===== src/rtl/diners_ring.sv =====
// diners_ring: N-philosopher ring running the THINKING / HUNGRY / EATING /
// READING protocol. Each philosopher has a saturating hungry-wait counter
// with a starvation flag, a pending monitor bit, and optional age priority
// when two HUNGRY neighbours contend. A sticky flag records any cycle in
// which two ring-adjacent philosophers were EATING together.
//
// Ports:
//   clk          clock; all state updates on posedge
//   rst_n        asynchronous active-low reset
//   hungry_req   [N]   THINKING philosopher i becomes HUNGRY when bit i=1
//   done_req     [N]   EATING philosopher i returns to THINKING when bit i=1
//   state_o      [2N]  per-philosopher state, bits [2i+1:2i] = philosopher i
//                      (THINKING=0, HUNGRY=1, EATING=2, READING=3)
//   pending_o    [N]   set once HUNGRY is seen, cleared once THINKING is seen
//   starved_o    [N]   wait counter at or above STARVE_LIM
//   violation_o        sticky: adjacent philosophers were EATING together
//
// Neighbours: left L(i) = (i+1) mod N, right R(i) = (i+N-1) mod N.
// There is no handshake: requests are level-sampled on every posedge and
// only take effect in the state that consumes them.
module diners_ring #(
  parameter int N = 3,
  parameter int WAIT_W = 4,
  parameter int STARVE_LIM = 8,
  parameter int PRIO_EN = 0,
  parameter logic [2*N-1:0] INIT = 6'b01_11_10
) (
  input  logic           clk,
  input  logic           rst_n,
  input  logic [N-1:0]   hungry_req,
  input  logic [N-1:0]   done_req,
  output logic [2*N-1:0] state_o,
  output logic [N-1:0]   pending_o,
  output logic [N-1:0]   starved_o,
  output logic           violation_o
);

  typedef enum logic [1:0] {
    THINKING = 2'd0,
    HUNGRY   = 2'd1,
    EATING   = 2'd2,
    READING  = 2'd3
  } phil_state_e;

  localparam logic [WAIT_W-1:0] WAIT_MAX  = '1;
  localparam logic [WAIT_W-1:0] WAIT_LIM  = WAIT_W'(STARVE_LIM);
  localparam logic [WAIT_W-1:0] WAIT_ONE  = WAIT_W'(1);

  phil_state_e       state_q [N];
  phil_state_e       state_d [N];
  logic [WAIT_W-1:0] wait_q  [N];
  logic [WAIT_W-1:0] wait_d  [N];
  logic [N-1:0]      pending_q, pending_d;
  logic              violation_q, violation_d;
  logic [N-1:0]      r_wins;
  logic [N-1:0]      can_eat;

  // r_wins[j]: philosopher j wins a HUNGRY-vs-HUNGRY contention against its
  // left neighbour. Without age priority the right member of a pair always
  // wins; with it, a strictly older left neighbour takes the pair instead.
  always_comb begin
    r_wins = '1;
    if (PRIO_EN != 0) begin
      for (int j = 0; j < N; j++) begin
        r_wins[j] = !(wait_q[(j + 1) % N] > wait_q[j]);
      end
    end
  end

  // A HUNGRY philosopher may start eating when neither neighbour is EATING
  // and it does not lose the contention with a HUNGRY neighbour on either
  // side. The pair (R, i) is decided by r_wins[R]; the pair (i, L) by r_wins[i].
  always_comb begin
    can_eat = '0;
    for (int i = 0; i < N; i++) begin
      can_eat[i] = (state_q[(i + 1) % N] != EATING) &&
                   (state_q[(i + N - 1) % N] != EATING) &&
                   !((state_q[(i + N - 1) % N] == HUNGRY) && r_wins[(i + N - 1) % N]) &&
                   !((state_q[(i + 1) % N] == HUNGRY) && !r_wins[i]);
    end
  end

  // Next-state for every philosopher, computed from current states only.
  always_comb begin
    pending_d   = pending_q;
    violation_d = violation_q;
    for (int i = 0; i < N; i++) begin
      state_d[i] = state_q[i];
      wait_d[i]  = '0;
      case (state_q[i])
        READING: begin
          if (state_q[(i + 1) % N] == THINKING) state_d[i] = THINKING;
        end
        THINKING: begin
          // Reading is contagious from the right and outranks hunger.
          if (state_q[(i + N - 1) % N] == READING) state_d[i] = READING;
          else if (hungry_req[i])                  state_d[i] = HUNGRY;
        end
        EATING: begin
          if (done_req[i]) state_d[i] = THINKING;
        end
        HUNGRY: begin
          if (can_eat[i]) state_d[i] = EATING;
        end
        default: state_d[i] = state_q[i];
      endcase

      // Counts on the current state, so the leaving edge still increments.
      if (state_q[i] == HUNGRY) begin
        wait_d[i] = (wait_q[i] == WAIT_MAX) ? WAIT_MAX : wait_q[i] + WAIT_ONE;
      end

      if (state_q[i] == HUNGRY)        pending_d[i] = 1'b1;
      else if (state_q[i] == THINKING) pending_d[i] = 1'b0;

      if ((state_q[i] == EATING) && (state_q[(i + 1) % N] == EATING)) begin
        violation_d = 1'b1;
      end
    end
  end

  always_ff @(posedge clk or negedge rst_n) begin
    if (!rst_n) begin
      for (int i = 0; i < N; i++) begin
        state_q[i] <= phil_state_e'(INIT[2*i +: 2]);
        wait_q[i]  <= '0;
      end
      pending_q   <= '0;
      violation_q <= 1'b0;
    end else begin
      for (int i = 0; i < N; i++) begin
        state_q[i] <= state_d[i];
        wait_q[i]  <= wait_d[i];
      end
      pending_q   <= pending_d;
      violation_q <= violation_d;
    end
  end

  always_comb begin
    state_o   = '0;
    starved_o = '0;
    for (int i = 0; i < N; i++) begin
      state_o[2*i +: 2] = state_q[i];
      starved_o[i]      = (wait_q[i] >= WAIT_LIM);
    end
  end

  assign pending_o   = pending_q;
  assign violation_o = violation_q;

endmodule


===== config.mk =====
export PLATFORM = sky130hd
export DESIGN_NAME = diners_ring
export DESIGN_NICKNAME = d
export VERILOG_FILES = /design/src/rtl/diners_ring.sv
export SDC_FILE = /design/constraint.sdc
export NUM_CORES = 1
export LEC_CHECK = 0
export BUFFER_PORTS_ARGS = -buffer_cell sky130_fd_sc_hd__buf_4
export CELL_PAD_IN_SITES_DETAIL_PLACEMENT = 0
export CELL_PAD_IN_SITES_GLOBAL_PLACEMENT = 1
export CORE_UTILIZATION = 45
export CTS_CLUSTER_DIAMETER = 60
export CTS_CLUSTER_SIZE = 12
export DETAILED_ROUTE_END_ITERATION = 6
export PLACE_DENSITY_LB_ADDON = 0.1
export SETUP_SLACK_MARGIN = 0.2
export SYNTH_ARGS = -nofsm -noshare
export SYNTH_HDL_FRONTEND = slang
export SYNTH_SLANG_ARGS = --single-unit

===== constraint.sdc =====
create_clock -name clk -period 3.7 [get_ports clk]
set_clock_uncertainty 0.2 [all_clocks]
set_input_delay 0.37 -clock clk [delete_from_list [all_inputs] [get_ports clk]]
set_output_delay 0.37 -clock clk [all_outputs]
set_load 0.05 [all_outputs]

; Yosys cells after proc, flatten, opt, wreduce, memory -nomap -nowiden
; Cells that the tools add are included.
[totals]
reg_bits = 22
in_bits = 8
output_inout_bits = 13
[classes]
addsub = 3
n_lt_le_gt_ge = 3
eq_ne = 27
muxes = 33
n_reduce_logical = 22
[op_table]
columns = cell, n
row1 = 2-bit 2-to-1 mux, 15
row2 = 4-bit 2-to-1 mux, 6
row3 = 2-bit case mux with 4 select lines, 3
row4 = 2-bit inequality test (second input constant), 11
row5 = 4-bit by 1-bit adder with 4-bit output (second input constant), 3
row6 = 2-bit == test (second input constant), 6
row7 = 4-bit == test (second input constant), 3
row8 = 4-bit >= comparator (second input constant), 3
row9 = 4-bit AND reduction, 3
row10 = 1-bit logical AND, 9
row11 = 1-bit 2-to-1 mux, 9
row12 = 2-bit by 1-bit == test with 1-bit output (second input constant), 3
row13 = 2-bit logical NOT, 3
row14 = 3-bit by 2-bit inequality test with 1-bit output (second input constant), 2
row15 = 2-bit nonzero test, 3
row16 = 1-bit logical NOT, 3
row17 = 3-bit inequality test (second input constant), 1
row18 = 3-bit nonzero test, 1
row19 = 2-bit by 1-bit inequality test with 1-bit output (second input constant), 1

; Longest topological paths before layout
[logic_depth]
depth_word = 5
depth_mapped = 4

; Worst setup path before layout
; No wires, ideal clock.
[synth_path]
path_type = register to register
start = register state_q, in the netlist state_o[1]
end = register state_q, in the netlist state_o[2]
t_arrival_ns = 1.356
slack_ns = 2.055
path_stages_with_launch = 4
path_buffers = 0
cell_sequence = dfstp_2 nor2b_4 and3b_1 o32ai_2
[synth_via]
elab_chain_cells = 5
word_cells_on_any_way = 11
[synth_rtl]
columns = item, line
row1 = "start, declared", 49  ; phil_state_e state_q [N];
row2 = "start signal, assigned by index", 125  ; state_q[i] <= phil_state_e'(INIT[2*i +: 2]);
row3 = "start signal, assigned by index", 132  ; state_q[i] <= state_d[i];
row4 = 2-bit inequality test or 2-bit by 1-bit == test with 1-bit output (tied branches), "77, 78"
row5 = 1-bit logical AND or 1-bit logical NOT (tied branches), "76, 78"
row6 = 1-bit logical AND, 77  ; (state_q[(i + N - 1) % N] != EATING) &&
row7 = 2-bit inequality test (no line), --
row8 = 4-bit AND reduction (no line), --
; Several ways; a longest one is shown, not always the timed one.
; A chain may end at the register's enable or synchronous reset.

; Final worst setup path
[layout_path]
start = register state_q, in the netlist state_o[4]
end = output port state_o[4]
[layout_rtl]
columns = item, line
row1 = "end, declared", 32  ; output logic [2*N-1:0] state_o,
; No word-level cell between the ends.

==> load_flow_metrics.sql <==
INSERT INTO impl_metrics (metric_group, metric, value, unit) VALUES
('logic_synthesis', 'syn-cell-area', '1230', 'sq um'),
('logic_synthesis', 'synthMuxAreaShare', '0.814', '%'),
('timing', 'fin_tns_setup', '0', 'ps'),
('logic_synthesis', 'yosys_most_used_dff', 'sky130_fd_sc_hd__dfrtp_1', ''),
('power_and_ir_drop', 'leakage_component_of_the_power', '0.658', 'nW'),
('route', 'initialDrtViolationCount', '8', ''),
('route', 'dr_total_vias', '940', ''),
('clocking', 'clk_pin_slew_worst_paths', '120', 'ps'),
('clocking', 'cts_made_buffers', '3', ''),
('critical_path', 'cp_max_fo', '15', ''),
('grt', 'grt_overflow', '0', ''),
('timing', 'total_setup_violations_reported_at_the_end_of_the_flow', '0', ''),
('critical_path', 'cp.buffers_inverters', '1', ''),
('logic_synthesis', 'synth-adder-area-share', '6.10', '%'),
('grt', 'grt_pass1_vias', '853', ''),
('grt', 'grtUsageTotal', '17.2', '%'),
('route', 'post_drt_wl_per_cell', '12.8', 'um'),
('timing', 'max_freq', '547', 'MHz'),
('outcome', 'status', 'completed', ''),
('timing', 'fin_crit_sh', '49.4', '%'),
('route', 'postRouteAntennaNets', '0', ''),
('logic_synthesis', 'synth_compound_gate_area_share', '16.1', '%'),
('critical_path', 'critPathCapture', 'state_o[4]', ''),
('timing', 'maxSlewViolCount', '0', ''),
('place', 'port_buffers', '20', ''),
('clocking', 'numClockSinks', '22', ''),
('logic_synthesis', 'cell_type_contributing_the_most_total_cell_area_after_synthesis', 'sky130_fd_sc_hd__dfrtp_1', ''),
('logic_synthesis', 'top_cells_by_area_in_the_synthesized_netlist', 'sky130_fd_sc_hd__dfrtp_1 37%, sky130_fd_sc_hd__dfstp_2 8.5%, sky130_fd_sc_hd__ha_1 6.1%', ''),
('route', 'avgViaCountPerCell', '5.31', ''),
('critical_path', 'critical_path.startpoint_type', 'register', ''),
('critical_path', 'timing_worst_setup_path_type', 'reg2out', ''),
('grt', 'grt.busiest_layer', 'met2', ''),
('route', 'dr.pass1.iters', '3', ''),
('critical_path', 'critPathMaxStageDelay', '710', 'ps'),
('grt', 'global_route.usage.met2', '30.5', '%'),
('critical_path', 'cp_data_required_time', '3130', 'ps'),
('critical_path', 'worst_r2r_endpoint', 'state_o[2]', ''),
('place', 'dp.final_hpwl', '1.58', 'mm'),
('cells_and_area', 'drive_gt1_share', '21.1', '%'),
('grt', 'wire_length_of_the_first_global_routing_pass', '3.65', 'mm'),
('logic_synthesis', 'post-synth-top-area-fraction', '36.6', '%'),
('power_and_ir_drop', 'vdd_ir_drop_max', '0.000170', 'V'),
('cells_and_area', 'syn2layout_area_growth', '14.1', '%'),
('timing', 'worst_pin_slew', '435', 'ps'),
('die', 'die_w', '54.3', 'um'),
('grt', 'antenna_found_initial', '0', ''),
('logic_synthesis', 'post_synth_xor_area_fraction', '2.14', '%'),
('critical_path', 'critical_path.endpoint_type', 'primary output', ''),
('clocking', 'clock_tree.htree_level_count', '1', ''),
('logic_synthesis', 'largest_family_of_logic_cells_by_synthesized_area', 'simple AND/OR/NAND/NOR gates', ''),
('critical_path', 'crit_family', 'flip-flops', ''),
('die', 'initial_utilization', '48.8', '%'),
('clocking', 'cts_tree', 'built', ''),
('timing', 'final_hold_viol_count', '0', ''),
('grt', 'grt.met3_usage', '3.33', '%'),
('logic_synthesis', 'synth_enable_flop_cells', '0', ''),
('logic_synthesis', 'proportion_of_synthesized_chip_area_in_sequential_cells', '45.2', '%'),
('cells_and_area', 'final_cell_area', '1400', 'sq um'),
('logic_synthesis', 'synth.ff_latch_count', '22', ''),
('clocking', 'clk_latency', '300', 'ps'),
('critical_path', 'timing.rr.start', 'state_o[1]', ''),
('die', 'placement_rows', '18', ''),
('critical_path', 'cp-startpoint', 'state_o[4]', ''),
('critical_path', 'r2r_cells', '3', ''),
('flow_run', 'max_cap_viol_count', '0', ''),
('logic_synthesis', 'synth.net_count', '145', ''),
('clocking', 'postCtsSetupRepairBufs', '0', ''),
('logic_synthesis', 'synthCells', '131', ''),
('logic_synthesis', 'post_synth_and_or_nand_nor_area_fraction', '22.3', '%'),
('logic_synthesis', 'netlist-cell-type-count', '37', ''),
('die', 'design.die.area', '2950', 'sq um');
[cell usage in the layout, fill, tap and decap left out, types with 3 or more instances in the layout]
cell type                  instances
sky130_fd_sc_hd__a31oi_1           3
sky130_fd_sc_hd__buf_4            20
sky130_fd_sc_hd__o21ai_0           5
sky130_fd_sc_hd__ha_1              6
sky130_fd_sc_hd__nor3_1            5
sky130_fd_sc_hd__inv_1            11
sky130_fd_sc_hd__nand3_1           6
sky130_fd_sc_hd__nor3b_1           4
sky130_fd_sc_hd__nor2b_1           3
sky130_fd_sc_hd__nand2_1          11
sky130_fd_sc_hd__dfrtp_1          18
sky130_fd_sc_hd__clkbuf_4          3
sky130_fd_sc_hd__dfstp_2           4
sky130_fd_sc_hd__nor2_1            9
sky130_fd_sc_hd__and3b_1           3
sky130_fd_sc_hd__a21oi_1           9
[metal layers]
metal,wire length (um),vias up
li1,-,475
met1,1090,450
met3,79,0
met5,0,-
met2,1090,15
met4,0,0
[cell type report]
| class | instances | area (sq um) |
|---|---|---|
| Clock buffer | 4 | 26.3 |
| Fill cell | 246 | 1120 |
| Timing Repair Buffer | 21 | 160 |
| Sequential cell | 22 | 556 |
| Inverter | 11 | 41.3 |
| Multi-Input combinational cell | 89 | 583 |
| Tap cell | 30 | 37.5 |
[worst min path at each step]
stage,start,endpoint
global placement,rst_n,wait_q[8]
detailed placement,rst_n,pending_o[0]
finish,hungry_req[0],state_o[0]
floorplan,rst_n,pending_o[0]
CTS,hungry_req[0],state_o[0]
global route,done_req[1],state_o[3]
[state kept, by name (all words and copies together) (netlist names)]
name	count
wait_q	12
state_o	6
pending_o	3
violation_o	1
[per-stage QoR]
step	std cells	total power [mW]	setup slack [ps]	hold WS [ps]	utilization, %
2_1_floorplan	131	0.245	2050	-126	-
3_3_place_gp	172	0.256	2090	74.2	54.2
3_5_place_dp	172	0.256	2060	79.0	54.2
4_1_cts	177	0.371	1860	139	55.7
5_1_grt	177	0.380	1820	154	55.7
6_report	177	0.363	1870	153	55.7
[what timing repair did]
item / CTS / global route
endpoints found under the hold margin: 18 / 0
resized for setup: 0 / 0
hold buffers: 1 / 0
[Yosys cell counts (2+ instances only)]
cell type and count:
sky130_fd_sc_hd__dfrtp_1 18, sky130_fd_sc_hd__inv_1 11, sky130_fd_sc_hd__nand2_1 11, sky130_fd_sc_hd__a21oi_1 9
sky130_fd_sc_hd__nor2_1 9, sky130_fd_sc_hd__ha_1 6, sky130_fd_sc_hd__nand3_1 6, sky130_fd_sc_hd__nor3_1 5
sky130_fd_sc_hd__o21ai_0 5, sky130_fd_sc_hd__buf_2 4, sky130_fd_sc_hd__dfstp_2 4, sky130_fd_sc_hd__nor3b_1 4
sky130_fd_sc_hd__a31oi_1 3, sky130_fd_sc_hd__and3b_1 3, sky130_fd_sc_hd__clkbuf_1 3, sky130_fd_sc_hd__nor2b_1 3
sky130_fd_sc_hd__a211oi_1 2, sky130_fd_sc_hd__a221oi_1 2, sky130_fd_sc_hd__and2_1 2, sky130_fd_sc_hd__nand2b_1 2
sky130_fd_sc_hd__o21ai_1 2, sky130_fd_sc_hd__xor2_1 2
[kinds of logic after synthesis]
| kind of cell | Yosys count |
|---|---|
| compound gates | 30 |
| xor+xnor | 3 |
| fa+ha+maj | 6 |
| buf+inv | 20 |
| flops | 22 |
| mux | 1 |
| simple gates | 49 |
[worst reg2reg max path, stage by stage (launching register included)]
cell and delay (ps):
sky130_fd_sc_hd__dfstp_2 680, sky130_fd_sc_hd__nor2b_4 260, sky130_fd_sc_hd__and3b_1 210, sky130_fd_sc_hd__o32ai_2 240
[report_power, final]
| part | leakage [nW] | internal, mW | switching (mW) |
|---|---|---|---|
| clock network | 0.0150 | 0.0420 | 0.0692 |
| registers | 0.210 | 0.241 | 0 |
| logic | 0.433 | 0.00548 | 0.00544 |
(Power assumes the default switching activity.)
